===== src/rtl/led_pkg.sv =====
`default_nettype none
// ============================================================================
// Module      : led_pkg
// Description : Shared definitions for the LED sequencer: FSM state encoding,
//               default timing constants and a counter-width helper.
// Revision    : 1.0 - initial release
// ----------------------------------------------------------------------------
// Contents    : state_t            - FSM state encoding (2 bits)
//               DEF_DIV            - default clk cycles per tick
//               DEF_PERIOD         - default ticks per counter period
//               DEF_DEB_CYCLES     - default debounce length in clk cycles
//               cnt_width()        - register width needed to count 0..n-1
// ============================================================================
package led_pkg;

  typedef enum logic [1:0] {
    ST_IDLE  = 2'd0,
    ST_RUN   = 2'd1,
    ST_PAUSE = 2'd2
  } state_t;

  localparam int DEF_DIV        = 2400;    // 20 kHz tick from 48 MHz
  localparam int DEF_PERIOD     = 40000;
  localparam int DEF_DEB_CYCLES = 480000;  // 10 ms at 48 MHz

  // A counter running 0..n-1 needs $clog2(n) bits; keep at least one bit so
  // degenerate n=1 still yields a legal vector.
  function automatic int cnt_width(input int n);
    return (n > 1) ? $clog2(n) : 1;
  endfunction

endpackage
`default_nettype wire


===== src/rtl/sync_debounce.sv =====
`default_nettype none
// ============================================================================
// Module      : sync_debounce
// Description : Single-bit 2-flop synchronizer followed by a debouncer. The
//               output follows the synchronized input only after the two have
//               differed for DEB_CYCLES consecutive clk cycles.
// Revision    : 1.0 - initial release
// ----------------------------------------------------------------------------
// Ports       : clk    in  - clock, rising edge
//               reset  in  - asynchronous, active-low reset
//               din    in  - raw level, asynchronous to clk
//               dout   out - synchronized, debounced level (registered)
// ============================================================================
module sync_debounce
  import led_pkg::*;
#(
  parameter int DEB_CYCLES = DEF_DEB_CYCLES
) (
  input  logic clk,
  input  logic reset,
  input  logic din,
  output logic dout
);

  localparam int            CW       = cnt_width(DEB_CYCLES);
  localparam logic [CW-1:0] CNT_LAST = CW'(DEB_CYCLES - 1);

  logic          sync1;
  logic          sync2;
  logic [CW-1:0] cnt;

  always_ff @(posedge clk or negedge reset) begin
    if (!reset) begin
      sync1 <= 1'b0;
      sync2 <= 1'b0;
      cnt   <= '0;
      dout  <= 1'b0;
    end else begin
      sync1 <= din;
      sync2 <= sync1;
      // Any agreement between input and output restarts the qualification
      // window, so only an uninterrupted run of differing cycles flips dout.
      if (sync2 == dout) begin
        cnt <= '0;
      end else if (cnt == CNT_LAST) begin
        dout <= sync2;
        cnt  <= '0;
      end else begin
        cnt <= cnt + 1'b1;
      end
    end
  end

endmodule
`default_nettype wire


===== src/rtl/led_seq_ctrl.sv =====
`default_nettype none
// ============================================================================
// Module      : led_seq_ctrl
// Description : LED sequence controller. Debounces four DIP switches, and
//               runs a prescaled modulo-PERIOD sequence counter under an
//               IDLE/RUN/PAUSE state machine.
// Revision    : 1.0 - initial release
// ----------------------------------------------------------------------------
// Ports       : clk      in  - clock, rising edge
//               reset    in  - asynchronous, active-low reset
//               s_raw    in  [3:0]  - raw DIP switch levels (async)
//               run      in  - level request to advance the counter
//               clear    in  - synchronous return to IDLE (beats run)
//               s_clean  out [3:0]  - synchronized, debounced switches
//               counter  out [15:0] - sequence count, 0..PERIOD-1
//               tick     out - one-cycle prescaler pulse
//               wrap     out - one-cycle pulse as counter returns to 0
//               state    out [1:0]  - FSM state encoding
// ============================================================================
module led_seq_ctrl
  import led_pkg::*;
#(
  parameter int DIV        = DEF_DIV,
  parameter int PERIOD     = DEF_PERIOD,
  parameter int DEB_CYCLES = DEF_DEB_CYCLES
) (
  input  logic        clk,
  input  logic        reset,
  input  logic [3:0]  s_raw,
  input  logic        run,
  input  logic        clear,
  output logic [3:0]  s_clean,
  output logic [15:0] counter,
  output logic        tick,
  output logic        wrap,
  output logic [1:0]  state
);

  localparam int            PW            = cnt_width(DIV);
  localparam logic [PW-1:0] PRE_LAST      = PW'(DIV - 1);
  localparam logic [PW-1:0] PRE_NEXT_LAST = PW'(DIV - 2);
  localparam logic [15:0]   CNT_LAST      = 16'(PERIOD - 1);

  state_t        fsm;
  logic [PW-1:0] pre_cnt;

  generate
    for (genvar i = 0; i < 4; i++) begin : g_deb
      sync_debounce #(
        .DEB_CYCLES(DEB_CYCLES)
      ) u_deb (
        .clk  (clk),
        .reset(reset),
        .din  (s_raw[i]),
        .dout (s_clean[i])
      );
    end
  endgenerate

  // tick is registered, so it is computed one cycle early from the value
  // pre_cnt is about to take: it is high exactly while state is RUN and
  // pre_cnt sits at DIV-1.
  always_ff @(posedge clk or negedge reset) begin
    if (!reset) begin
      fsm     <= ST_IDLE;
      pre_cnt <= '0;
      counter <= '0;
      tick    <= 1'b0;
      wrap    <= 1'b0;
    end else if (clear) begin
      // Any tick pending this cycle is dropped.
      fsm     <= ST_IDLE;
      pre_cnt <= '0;
      counter <= '0;
      tick    <= 1'b0;
      wrap    <= 1'b0;
    end else begin
      case (fsm)
        ST_IDLE: begin
          pre_cnt <= '0;
          counter <= '0;
          tick    <= 1'b0;
          wrap    <= 1'b0;
          if (run) begin
            fsm <= ST_RUN;
          end
        end

        ST_RUN: begin
          // The tick is honoured even when run drops in the same cycle.
          if (pre_cnt == PRE_LAST) begin
            pre_cnt <= '0;
            if (counter == CNT_LAST) begin
              counter <= '0;
              wrap    <= 1'b1;
            end else begin
              counter <= counter + 16'd1;
              wrap    <= 1'b0;
            end
          end else begin
            pre_cnt <= pre_cnt + 1'b1;
            wrap    <= 1'b0;
          end
          tick <= run && (pre_cnt == PRE_NEXT_LAST);
          if (!run) begin
            fsm <= ST_PAUSE;
          end
        end

        ST_PAUSE: begin
          // pre_cnt and counter hold; resuming may land straight on a tick.
          wrap <= 1'b0;
          tick <= run && (pre_cnt == PRE_LAST);
          if (run) begin
            fsm <= ST_RUN;
          end
        end

        default: begin
          fsm     <= ST_IDLE;
          pre_cnt <= '0;
          counter <= '0;
          tick    <= 1'b0;
          wrap    <= 1'b0;
        end
      endcase
    end
  end

  assign state = fsm;

endmodule
`default_nettype wire


===== config.mk =====
export PLATFORM = sky130hd
export DESIGN_NAME = led_seq_ctrl
export DESIGN_NICKNAME = d
export VERILOG_FILES = /design/src/rtl/led_pkg.sv /design/src/rtl/sync_debounce.sv /design/src/rtl/led_seq_ctrl.sv
export SDC_FILE = /design/constraint.sdc
export NUM_CORES = 1
export LEC_CHECK = 0
export ABC_CLOCK_PERIOD_IN_PS = 5280
export BUFFER_PORTS_ARGS = -buffer_cell sky130_fd_sc_hd__buf_2
export CAP_MARGIN = 30
export CORE_MARGIN = 2
export CORE_UTILIZATION = 65
export DETAILED_ROUTE_END_ITERATION = 8
export GPL_ROUTABILITY_DRIVEN = 0
export PLACE_DENSITY_LB_ADDON = 0.05
export SLEW_MARGIN = 10
export SYNTH_ARGS = -nofsm -noshare
export SYNTH_HDL_FRONTEND = slang
export SYNTH_SLANG_ARGS = --single-unit
export TNS_END_PERCENT = 100

===== constraint.sdc =====
create_clock -name clk -period 5.28 [get_ports clk]
set_input_delay 0.264 -clock clk [delete_from_list [all_inputs] [get_ports clk]]
set_output_delay 0.264 -clock clk [all_outputs]
set_load 0.1 [all_outputs]

==> results.sh <==
export IMPL_status="finished, final reports clean"
export IMPL_insertion_delay_ns=0.51
export IMPL_p_per_area_mw_per_mm2=327.6
export IMPL_rsz0062_at_grt="false"
export IMPL_synth_area_top_cells="dfrtp_1, xor2_1, nor2_1"
export IMPL_synth_area_mux_share_pct=1.290
export IMPL_clockBufferDepth=2
export IMPL_finalClockSkew_ns=0.008254
export IMPL_finalPower_mw=2.224
export IMPL_grt_pass1_vias=4520
export IMPL_fin_setup_tns_ns=0
export IMPL_dr_total_vias=4532
export IMPL_max_cap_violations=0
export IMPL_critical_path_max_stage_delay_ns=0.58
export IMPL_critPathBufInv=0
export IMPL_cts_root_buf="clkbuf_8"
export IMPL_slowest_stage="nor4_4"
export IMPL_whs_ns=0.1573
export IMPL_clkPwrFrac_pct=52.1
export IMPL_ant_nets=0
export IMPL_num_rows=34
export IMPL_synth_area_sq_mm=0.005917
export IMPL_die_x_um=99.41
export IMPL_cts_tree="yes"
export IMPL_insertedDiodeCount=0
export IMPL_synth_cell_types=48
export IMPL_critPathCaptureType="register"
export IMPL_startpoint_type="register"
export IMPL_die_area_sq_mm=0.009882
export IMPL_hold_class="input pin to register"
export IMPL_hold_viol=0
export IMPL_drive_above_1_share_pct=12.02
export IMPL_worst_pin_slew_ns=0.8067
export IMPL_cts_sinks=120
export IMPL_cts_buffers=17
export IMPL_netlist_instances=607
export IMPL_pin_count=32
export IMPL_swShare_pct=22.41
export IMPL_crit_type="register to register"
export IMPL_cp_arrival_ns=2.80
export IMPL_synth_seq_area_share_pct=50.75
export IMPL_setup_ws_ns=2.900
export IMPL_period_share_pct=45.07
export IMPL_place_ws_ns=2.929
export IMPL_yosysTopAreaCell="dfrtp_1"
export IMPL_h_tree_depth=4
export IMPL_drc_errors=0
export IMPL_initial_utilization_pct=67.52
export IMPL_synth_nets=626
export IMPL_p_sw_mw=0.4984
export IMPL_globalRouteOverflowTotal=0
export IMPL_portBuffers=31
export IMPL_critPathMaxFanout=9
export IMPL_fin_crit_ns=2.380
export IMPL_dieHeight_um=99.41
export IMPL_syn_avg_cell_area_sq_um=9.748
export IMPL_antenna_found_initial=0
export IMPL_grt_max_degree=67
export IMPL_synth_main_ff_cell="dfrtp_1"
export IMPL_coreArea_sq_mm=0.008763
export IMPL_synth_edff_count=0
export IMPL_synth_xor_area_share_pct=11.69
export IMPL_synth_top_family_by_area="simple AND/OR/NAND/NOR gates"
export IMPL_p_leak_nw=2.999
export IMPL_synthArstFlopShare_pct=100.0
export IMPL_track_usage_pct=26.23
export IMPL_crit_family="simple AND/OR/NAND/NOR gates"
export IMPL_drt_iter0_drc=230
export IMPL_path_clk_slew_ns=0.06
export IMPL_p_int_mw=1.725
export IMPL_ys_seq_elements=120
export IMPL_dp_hpwl_um=7478
export IMPL_crit_required_ns=5.70
export IMPL_synth_compound_area_share_pct=4.990
export IMPL_path_cells="or4_4 -> or3_4 -> nor4_4 -> a41oi_1 -> a31oi_1"
export IMPL_utilization_pct=77.47
export IMPL_grt_pass1_wl_um=20840
export IMPL_fin_nets=663
export IMPL_drv_slew=0
export IMPL_synthAdderAreaFrac_pct=2.326
export IMPL_viasPerCell=5.924
export IMPL_synth_simple_gate_area_share_pct=26.35
export IMPL_ys_warn_count=0
export IMPL_area_growth_pct=14.74
export IMPL_wirelength_um=11680
export IMPL_synth_top_area_share_pct=50.75
export IMPL_p_comb_share_pct=5.3
export IMPL_timing_fmax_ghz=0.4202
export IMPL_post_drt_wl_per_cell_um=15.26
export IMPL_seq_power_share_pct=42.5
export IMPL_max_vdd_ir_drop_uv=206.0
export IMPL_slew_headroom_pct=46.22
export IMPL_setup_viol=0
export IMPL_dr_pass1_iters=7
export IMPL_cts_repair_resized=0
==> Yosys cell counts, types with 3 or more instances <==
cell type	number
mux2_2	5
nand2_1	53
nand3_1	38
and3_1	18
or2_2	4
o31ai_1	3
nand2b_1	8
a41oi_1	3
buf_4	4
a21oi_1	9
or3_1	4
nor4_1	9
dfrtp_1	120
clkbuf_1	14
inv_1	14
a31oi_1	13
and2_1	5
nor3_1	12
xor2_1	52
xnor2_1	27
o21ai_0	9
nor2_1	105
ha_1	11
and4_1	10
nand4_1	24
nor4b_1	3
==> what timing repair did <==
item | CTS | global route
buffers inserted | 0 | 0
endpoints found under the hold margin | 61 | 0
hold buffers | 6 | 0
==> registers in the layout, indices dropped and copies added, names as in the netlist <==
| signal | cells |
|---|---|
| tick | 1 |
| counter | 16 |
| g_deb.u_deb.sync2 | 4 |
| pre_cnt | 12 |
| state | 2 |
| wrap | 1 |
| g_deb.u_deb.sync1 | 4 |
| g_deb.u_deb.dout | 4 |
| g_deb.u_deb.cnt | 76 |
==> placed cells by master, fill, tap and decap left out, types with 6 or more instances in the layout <==
cell type | Yosys | layout
and3_1 | 18 | 18
dfrtp_1 | 120 | 120
inv_1 | 14 | 14
nor2_1 | 105 | 105
xnor2_1 | 27 | 27
nand2b_1 | 8 | 8
a31oi_1 | 13 | 13
nor4_1 | 9 | 9
o21ai_0 | 9 | 9
xor2_1 | 52 | 52
nand3_1 | 38 | 38
ha_1 | 11 | 11
and4_1 | 10 | 10
nand2_1 | 53 | 53
a21oi_1 | 9 | 9
nor3_1 | 12 | 12
buf_2 | 0 | 30
nand4_1 | 24 | 24
dlygate4sd3_1 | 0 | 6
clkbuf_16 | 0 | 16
==> final cells by class <==
cell class	instances	area, sq um
clock buffers	22	462.9
fillers	605	1974
repair buffers	39	232.7
inverters	14	52.55
well taps	108	135.1
multi-input cells	452	2760
clock inverters	10	142.6
flip-flops and latches	120	3003
==> power groups by stage <==
stage	logic, mW	clock network, mW	registers (mW)
6_report	0.119	1.16	0.946
5_1_grt	0.135	1.22	0.948
4_1_cts	0.120	1.18	0.946
3_5_place_dp	0.115	0	0.962
3_3_place_gp	0.111	0	0.961
2_1_floorplan	0.0629	0	0.973
==> logic make-up after synthesis <==
group / after synthesis
flops: 120
xor+xnor: 79
buf+inv: 35
compound gates: 47
fa+ha+maj: 11
mux: 7
simple gates: 308
==> final timing paths <==
| path | startpoint | slack, ns | end | cells past startpoint |
|---|---|---|---|---|
| setup / recovery | pre_cnt[9] | 2.90 | counter[3] | 5 |
| hold / removal | run | 0.16 | tick | 5 |
| setup reg to reg | pre_cnt[9] | 2.90 | counter[3] | 5 |
| hold reg to reg | g_deb[1].u_deb.sync1 | 0.35 | g_deb[1].u_deb.sync2 | 0 |
| max in group asynchronous | reset | 3.66 | g_deb[3].u_deb.cnt[6] | 3 |
| min in group asynchronous | reset | 0.34 | g_deb[1].u_deb.cnt[5] | 2 |
==> per-layer routing <==
metal | wire, um | vias to the layer above | track usage, % | part of all wire [%]
met1 | 5282 | 2247 | 34.57 | 45
met5 | 0 | - | 0 | 0
li1 | - | 2172 | - | -
met2 | 5816 | 93 | 42.46 | 50
met4 | 175 | 0 | 10.01 | 1.5
met3 | 402 | 20 | 6.395 | 3.4
==> metrics by stage <==
stage | std cells | area (sq um)
floorplan | 607 | 5917
global placement | 726 | 6116
detailed placement | 727 | 6123
CTS | 765 | 6789
global route | 765 | 6789
finish | 765 | 6789
==> worst min-delay path: stages <==
cell	delay, ns
buf_2	0.13
nand2_1	0.07
nor2_1	0.03
nand3_1	0.07
nor4_1	0.06
Note: power is estimated with default switching activity, not from simulation.
